===== src/rtl/cond_flag_unit.sv =====
`default_nettype none
// ============================================================================
// Module      : cond_flag_unit
// Description : Registers ALU result and NZCV flags, evaluates the ARM
//               condition field and gates the instruction write enables.
// Revision    : 1.0
// ============================================================================
module cond_flag_unit #(
    parameter int W = 32
) (
    input  logic         clk,
    input  logic         reset_n,
    input  logic [W-1:0] alu_result_i,
    input  logic [3:0]   alu_flags_i,
    input  logic [3:0]   cond,
    input  logic [1:0]   flag_w,
    input  logic         cond_latch,
    input  logic         pcs,
    input  logic         pc_next,
    input  logic         reg_w,
    input  logic         mem_w,
    input  logic         no_write,
    output logic [3:0]   flags_q,
    output logic [W-1:0] alu_out_q,
    output logic         cond_ex,
    output logic         undef_cond,
    output logic         pc_write,
    output logic         reg_write,
    output logic         mem_write
);

    localparam logic [3:0] c_cond_nv = 4'b1111;

    logic [3:0]   r_flags;
    logic [W-1:0] r_alu_out;
    logic         r_cond_ex;
    logic         r_undef_cond;
    logic         w_n;
    logic         w_z;
    logic         w_c;
    logic         w_v;
    logic         w_pass;

    assign w_n = r_flags[3];
    assign w_z = r_flags[2];
    assign w_c = r_flags[1];
    assign w_v = r_flags[0];

    always_comb begin
        w_pass = 1'b0;
        case (cond)
            4'b0000: w_pass = w_z;
            4'b0001: w_pass = ~w_z;
            4'b0010: w_pass = w_c;
            4'b0011: w_pass = ~w_c;
            4'b0100: w_pass = w_n;
            4'b0101: w_pass = ~w_n;
            4'b0110: w_pass = w_v;
            4'b0111: w_pass = ~w_v;
            4'b1000: w_pass = w_c & ~w_z;
            4'b1001: w_pass = ~w_c | w_z;
            4'b1010: w_pass = (w_n == w_v);
            4'b1011: w_pass = (w_n != w_v);
            4'b1100: w_pass = ~w_z & (w_n == w_v);
            4'b1101: w_pass = w_z | (w_n != w_v);
            4'b1110: w_pass = 1'b1;
            default: w_pass = 1'b0;
        endcase
    end

    // Flag writes are gated by the decision latched for the current instruction,
    // so a same-edge cond_latch cannot affect its own cycle's flag update.
    always_ff @(posedge clk or negedge reset_n) begin
        if (!reset_n) begin
            r_flags      <= 4'b0000;
            r_alu_out    <= '0;
            r_cond_ex    <= 1'b1;
            r_undef_cond <= 1'b0;
        end else begin
            r_alu_out <= alu_result_i;
            if (flag_w[1] && r_cond_ex) begin
                r_flags[3:2] <= alu_flags_i[3:2];
            end
            if (flag_w[0] && r_cond_ex) begin
                r_flags[1:0] <= alu_flags_i[1:0];
            end
            if (cond_latch) begin
                r_cond_ex    <= w_pass;
                r_undef_cond <= (cond == c_cond_nv);
            end
        end
    end

    assign flags_q    = r_flags;
    assign alu_out_q  = r_alu_out;
    assign cond_ex    = r_cond_ex;
    assign undef_cond = r_undef_cond;
    assign pc_write   = pc_next | (pcs & r_cond_ex);
    assign reg_write  = reg_w & r_cond_ex & ~no_write;
    assign mem_write  = mem_w & r_cond_ex;

endmodule
`default_nettype wire


===== config.mk =====
export PLATFORM = sky130hd
export DESIGN_NAME = cond_flag_unit
export DESIGN_NICKNAME = d
export VERILOG_FILES = /design/src/rtl/cond_flag_unit.sv
export SDC_FILE = /design/constraint.sdc
export NUM_CORES = 1
export LEC_CHECK = 0
export BUFFER_PORTS_ARGS = -buffer_cell sky130_fd_sc_hd__clkbuf_2
export CORE_MARGIN = 1.5
export CORE_UTILIZATION = 32
export DETAILED_ROUTE_END_ITERATION = 7
export GPL_TIMING_DRIVEN = 0
export HOLD_SLACK_MARGIN = 0.12
export PLACE_DENSITY_LB_ADDON = 0.3
export SYNTH_ARGS = -nofsm -noshare
export SYNTH_HDL_FRONTEND = slang
export SYNTH_SLANG_ARGS = --single-unit

===== constraint.sdc =====
create_clock -name clk -period 4.6 [get_ports clk]
set_clock_uncertainty 0.2 [all_clocks]
set_input_delay 0.92 -clock clk [delete_from_list [all_inputs] [get_ports clk]]
set_output_delay 0.92 -clock clk [all_outputs]
set_load 0.005 [all_outputs]

-- Word-level counts from Yosys, hierarchy flattened
Cells that the tools add are included.
- memories kept: 0
- RAM bits: 0
- logic and storage cells: 40
- input port bits: 50
- flip-flop bits (word level): 38
- latch bits: 0
- ROM bits: 0
- mux-type cells: 1
- $mul: 0
- bitwise logic cells: 14
- eq/ne operators: 17
- div/mod/pow operators: 0
- $add $sub $neg: 0
- magnitude comparators: 0
- reduce and logical (&&, ||, !) cells: 3
- shift operators: 0
- operators by type and width (kind ; number):
    $eq 4x4->1 const B ; 8
    $eq 4x3->1 const B ; 4
    $pmux 1 s15 ; 1
    $eq 4x2->1 const B ; 2
    $and 1x1->1 ; 6
    $not 1->1 ; 5
    $eq 4x1->1 const B ; 1
    $logic_not 4->1 ; 1
    $or 1x1->1 ; 3
    $logic_and 1x1->1 ; 2
    $eq 1x1->1 ; 1
    $ne 1x1->1 ; 1

-- Depth between registers and ports, before layout
Gate-level depths: netlist of the first run.
- depth after elaboration: 3
- gate-level depth with buffers: 6
- mapped depth without buffers: 5

-- Worst setup path before layout of the first run
No wires, ideal clock.
- path type: input port to output port
- start: input pcs
- end: output pc_write
- buffers on the path: 0
- stages on the path: 1
- arrival time: 1.084 ns
- path slack: 2.396 ns
- cell sequence: a21o_1
- longest elaborated chain between the ends: 2
- RTL lines (item ; RTL line ; RTL):
    start: declaration ; 18 ; input logic pcs,
    $and 1x1->1 ; 98 ; assign pc_write = pc_next | (pcs & r_cond_ex);
    $or 1x1->1 ; 98 ;
    end: declaration ; 27 ; output logic pc_write,
Every way passes these cells.

-- Worst setup path after layout of the first run
Ends and elaborated chain as after synthesis.

==> results_dict.tcl, run 1 <==
set metrics [dict create \
    max_clock_freq_ghz 0.4186 \
    num_vias 974 \
    htreeDepth 2 \
    rsz0062_at_grt "false" \
    synth_cell_types 28 \
    io_buffers 89 \
    finalCritPeriodShare 0.5193 \
    powerDensity_nw_per_um2 399.9 \
    clk_pin_slew_ps 70 \
    grt_pass1_vias 1016 \
    diodes 0 \
    syn_nets 129 \
    viasPerCell 4.348 \
    area_delta_synth_final_pct 48.23 \
    drt_iter0_markers 46 \
    crit_fanout 1 \
    min_period_ps 2389 \
    grt_overflow_total 0 \
    cp_data_arrival_time_ps 1270 \
    worst_slack_ps 2211 \
    setup_violations 0 \
    cts_buffers 5 \
    hp-class "reg2reg" \
    cts_hold_buf 0 \
    syn_area_sq_um 1235 \
    power.switching_mw 0.1785 \
    worstPathRequired_ps 3480 \
    syn_inst 79 \
    drc 0 \
    num_rows 22 \
    cts_tree "built" \
    nets 225 \
    root_buffer "clkbuf_8" \
    ir_drop_mv 0.3071 \
    setup_tns_ps 0 \
    clock_latency_ps 280 \
    crit_slowest_cell "a21o_1" \
    grt_usage 0.1360 \
    core_area_sq_um 3689 \
    final_hold_viol_count 0 \
    grt_max_degree 39 \
    critPathMaxStageDelay_ps 160 \
    stdcell_area_sq_um 1831 \
    initial_core_util 0.3348 \
    cp_cell_sequence "clkbuf_2 > a21o_1 > clkbuf_2" \
    yosysWarnings 0 \
    die_w_microns 65.12 \
    die_h_microns 65.12 \
    cts_sinks 38 \
    ant_nets 0 \
    slew_headroom 0.4056 \
    fillers 334 \
    final_common_cell "clkbuf_2" \
    cts_resized 0 \
    cp-end-kind "output pin" \
    dp_slack_ps 2206 \
    tightestPinTransition_ps 891.5 \
    outcome "finished clean" \
    grt_pass1_wl_microns 4271 \
    gp_congestion 0.7207 \
    clock_path_buffers 2 \
    ios 91 \
    routed_wl_microns 2676 \
    first_pass_iters 4 \
    critPathLaunchType "input port" \
    placed_area_sq_um 1740 \
    die_area_sq_um 4241 \
    wl_per_cell_microns 11.95 \
    yosysSeqAreaShare 0.7710 \
    hpwl_microns 2120 \
    cp_common_cell "clkbuf_2" \
    power.share.sequential 0.527 \
    ys_ff_latch 38 \
    p_clk_frac 0.309 \
    comb_power_share 0.164 \
    antenna_found_initial 0 \
    slew_viol_final 0 \
    cts_setup_buffers 0 \
    leakage_nw 0.9760 \
    syn_area_per_cell_sq_um 15.63 \
    path_class "in2out" \
    power.internal_mw 0.5535 \
    swShare 0.2439 \
    cap_violations 0 \
    drive_above_1_share 0.5852 \
    layout_common_cells "clkbuf_2 (89), dfrtp_1 (37), clkbuf_8 (6)" \
]
-- worst paths after layout --
| path | startpoint | slack [ps] | end | cells after the start |
|---|---|---|---|---|
| worst min register to register | undef_cond | 320 | undef_cond | 2 |
| min in group asynchronous | reset_n | 560 | alu_out_q[19] | 1 |
| worst min-delay path | undef_cond | 320 | undef_cond | 2 |
| worst max-delay path | pcs | 2210 | pc_write | 3 |
| worst max register to register | flags_q[3] | 2940 | cond_ex | 6 |
| max in group asynchronous | reset_n | 3090 | alu_out_q[21] | 1 |
-- critical path: cells and delay by family --
kind	cells	cell delay [ps]
AOI/OAI and AO/OA	1	160
buffers and inverters	2	190
-- layout make-up --
type	instances	area, sq um	area share
sequential	38	952.2	0.5202
clock buffer	8	90.09	0.04921
tap	48	60.06	0.03281
multi-input combinational	36	252.7	0.1381
timing repair buffer	89	445.4	0.2433
inverter	3	11.26	0.006152
buffer	2	18.77	0.01025
-- routing by layer --
metal | share of wire | vias to the layer above | track usage
li1 | - | 459 | -
met1 | 0.35 | 447 | 0.1280
met2 | 0.50 | 66 | 0.2448
met3 | 0.15 | 2 | 0.07877
met4 | 0.0045 | 0 | 0.04688
met5 | 0 | - | 0
-- sequential cells by signal, summed over array words and instances, names as in the netlist --
| signal | flops |
|---|---|
| alu_out_q | 32 |
| cond_ex | 1 |
| flags_q | 4 |
| undef_cond | 1 |
-- power groups by stage --
stage / clock [mW] / combinational, mW / sequential, mW
detailed placement: 0 / 0.122 / 0.393
floorplan: 0 / 0.0529 / 0.391
global placement: 0 / 0.118 / 0.391
global route: 0.248 / 0.134 / 0.390
CTS: 0.231 / 0.122 / 0.387
finish: 0.226 / 0.120 / 0.386
-- Yosys cell counts --
| cell type | count | area share |
|---|---|---|
| dfrtp_1 | 37 | 0.75 |
| mux2_2 | 4 | 0.036 |
| nand2_1 | 4 | 0.012 |
| a21oi_1 | 3 | 0.012 |
| xor2_1 | 3 | 0.021 |
| inv_1 | 2 | 0.0061 |
| mux2i_1 | 2 | 0.016 |
| nor2_1 | 2 | 0.0061 |
| nor3_1 | 2 | 0.0081 |
| o21ai_0 | 2 | 0.0081 |
| a21o_1 | 1 | 0.0061 |
| and2_1 | 1 | 0.0051 |
| and3_1 | 1 | 0.0051 |
| buf_4 | 1 | 0.0061 |
| buf_6 | 1 | 0.0091 |
| dfstp_2 | 1 | 0.021 |
| inv_2 | 1 | 0.0030 |
| nand2b_1 | 1 | 0.0051 |
| nand3_1 | 1 | 0.0040 |
| nand3b_1 | 1 | 0.0061 |
| nand4_1 | 1 | 0.0051 |
| nor4b_1 | 1 | 0.0071 |
| o311ai_0 | 1 | 0.0071 |
| o311ai_1 | 1 | 0.0071 |
| o31ai_1 | 1 | 0.0061 |
| o32a_1 | 1 | 0.0081 |
| or3_1 | 1 | 0.0051 |
| xnor2_1 | 1 | 0.0071 |
-- stage by stage --
stage	total power, mW	hold slack (ps)	utilization	std cells
floorplan	0.4436	314.4	-	79
global placement	0.5087	313.9	0.4718	216
detailed placement	0.5149	315.4	0.4718	216
CTS	0.7403	325.8	0.4963	224
global route	0.7720	350.1	0.4963	224
finish	0.7321	317.0	0.4963	224
-- logic make-up (layout without fill, tap and decap cells) --
logic type | count (synthesis) | count (layout) | share of synthesized area
AOI/OAI and AO/OA | 10 | 10 | 0.05472
muxes | 6 | 6 | 0.05268
buffers and inverters | 5 | 102 | 0.02432
and+or+nand+nor | 16 | 16 | 0.06891
DFF | 38 | 38 | 0.7710
xor gates and xnor gates | 4 | 4 | 0.02837
(Power assumes the default switching activity.)
==> inputs of run 2 (changes only) <==
Clock period 4.6 ns to 2.4 ns, I/O delays scaled along.
==> results_dict.tcl, run 2 (same netlist as run 1, synthesis figures left out) <==
set metrics [dict create \
    ios 91 \
    hpwl_microns 2120 \
    clock_path_buffers 2 \
    nets 257 \
    gp_congestion 0.7207 \
    cts_tree "built" \
    final_common_cell "clkbuf_2" \
    critical_path_buf_inv_count 1 \
    drc 0 \
    ir_drop_mv 0.5529 \
    grt_max_degree 39 \
    die_w_microns 65.12 \
    crit_fanout 7 \
    grt_overflow_total 0 \
    die_h_microns 65.12 \
    hp-class "in2async" \
    setup_violations 0 \
    min_period_ps 1807 \
    drt_iter0_markers 41 \
    critPathTopFamily "flip-flops" \
    diodes 0 \
    clock_latency_ps 280 \
    max_clock_freq_ghz 0.5534 \
    core_area_sq_um 3689 \
    clk_pin_slew_ps 70 \
    tightestPinTransition_ps 889.3 \
    utilization 0.5831 \
    critPathLaunchType "register" \
    outcome "finished clean" \
    cts_resized 0 \
    slew_viol_final 0 \
    htreeDepth 2 \
    io_buffers 89 \
    crit_slowest_cell "dfstp_2" \
    cp_cell_sequence "nand2_1 > nor2_1 > clkbuf_2" \
    hold_slack_ps 114.0 \
    cp-end-kind "output pin" \
    setup_tns_ps 0 \
    num_vias 1105 \
    reg2reg_slack_ps 740 \
    die_area_sq_um 4241 \
    cp_data_arrival_time_ps 1130 \
    cap_violations 0 \
    layout_common_cells "clkbuf_2 (89), dfrtp_1 (37), dlygate4sd3_1 (32)" \
    initial_core_util 0.3348 \
    cts_buffers 5 \
    total_power_mw 1.451 \
    wl_per_cell_microns 12.98 \
    drive_above_1_share 0.4952 \
    leakage_nw 1.110 \
    rsz0062_at_grt "false" \
    final_hold_viol_count 0 \
    worstPathRequired_ps 1720 \
    root_buffer "clkbuf_8" \
    ant_nets 0 \
    first_pass_iters 4 \
    area_delta_synth_final_pct 74.16 \
    cts_sinks 38 \
    finalCritPeriodShare 0.7530 \
    grt_usage 0.1741 \
    grt_pass1_wl_microns 5451 \
    slew_headroom 0.4071 \
    viasPerCell 4.316 \
    path_class "reg2out" \
    routed_wl_microns 3322 \
    grt_pass1_vias 1211 \
    num_rows 22 \
    critPathMaxStageDelay_ps 600 \
    powerDensity_nw_per_um2 674.8 \
    antenna_found_initial 0 \
    largest_reg_flops 32 \
]
-- run 2: area by class of cell --
cell class	count	area, sq um
fill	302	1538
sequential	38	952.2
timing repair buffer	121	765.7
multi-input combinational	36	252.7
clock buffer	8	90.09
tap	48	60.06
buffer	2	18.77
inverter	3	11.26
-- run 2: timing repair --
action	CTS	global route
hold endpoints to repair	32	0
buffers inserted	0	0
hold buffers	32	0
endpoints found under the setup margin	0	0
-- run 2: worst paths after layout --
check                                end           start  depth (start not counted)
max                            reg_write         cond_ex                          3
min                        alu_out_q[19]         reset_n                          1
max reg2reg                      cond_ex      flags_q[3]                          6
min reg2reg                   undef_cond      undef_cond                          2
max in group asynchronous  alu_out_q[18]         reset_n                          1
min in group clk              flags_q[1]  alu_flags_i[1]                          2
-- run 2: power breakdown --
| group | switching, mW | internal (mW) |
|---|---|---|
| clock network | 0.203 | 0.234 |
| registers | 0.0448 | 0.696 |
| logic | 0.109 | 0.165 |
-- run 2: through the flow --
step                      setup slack (ps)  cell area [sq um]  cells
after floorplan                      764.9               1235     79
after global placement               645.8               1740    216
after detailed placement             627.0               1740    216
after CTS                            567.3               2151    256
after global routing                 515.9               2151    256
final                                592.9               2151    256
-- run 2: per-layer routing --
layer  vias up  GRT usage  share of wire
met5         -          0              0
met4         0    0.04688         0.0036
met3         2    0.08390           0.12
met2        67     0.3080           0.50
met1       513     0.1856           0.38
li1        523          -              -
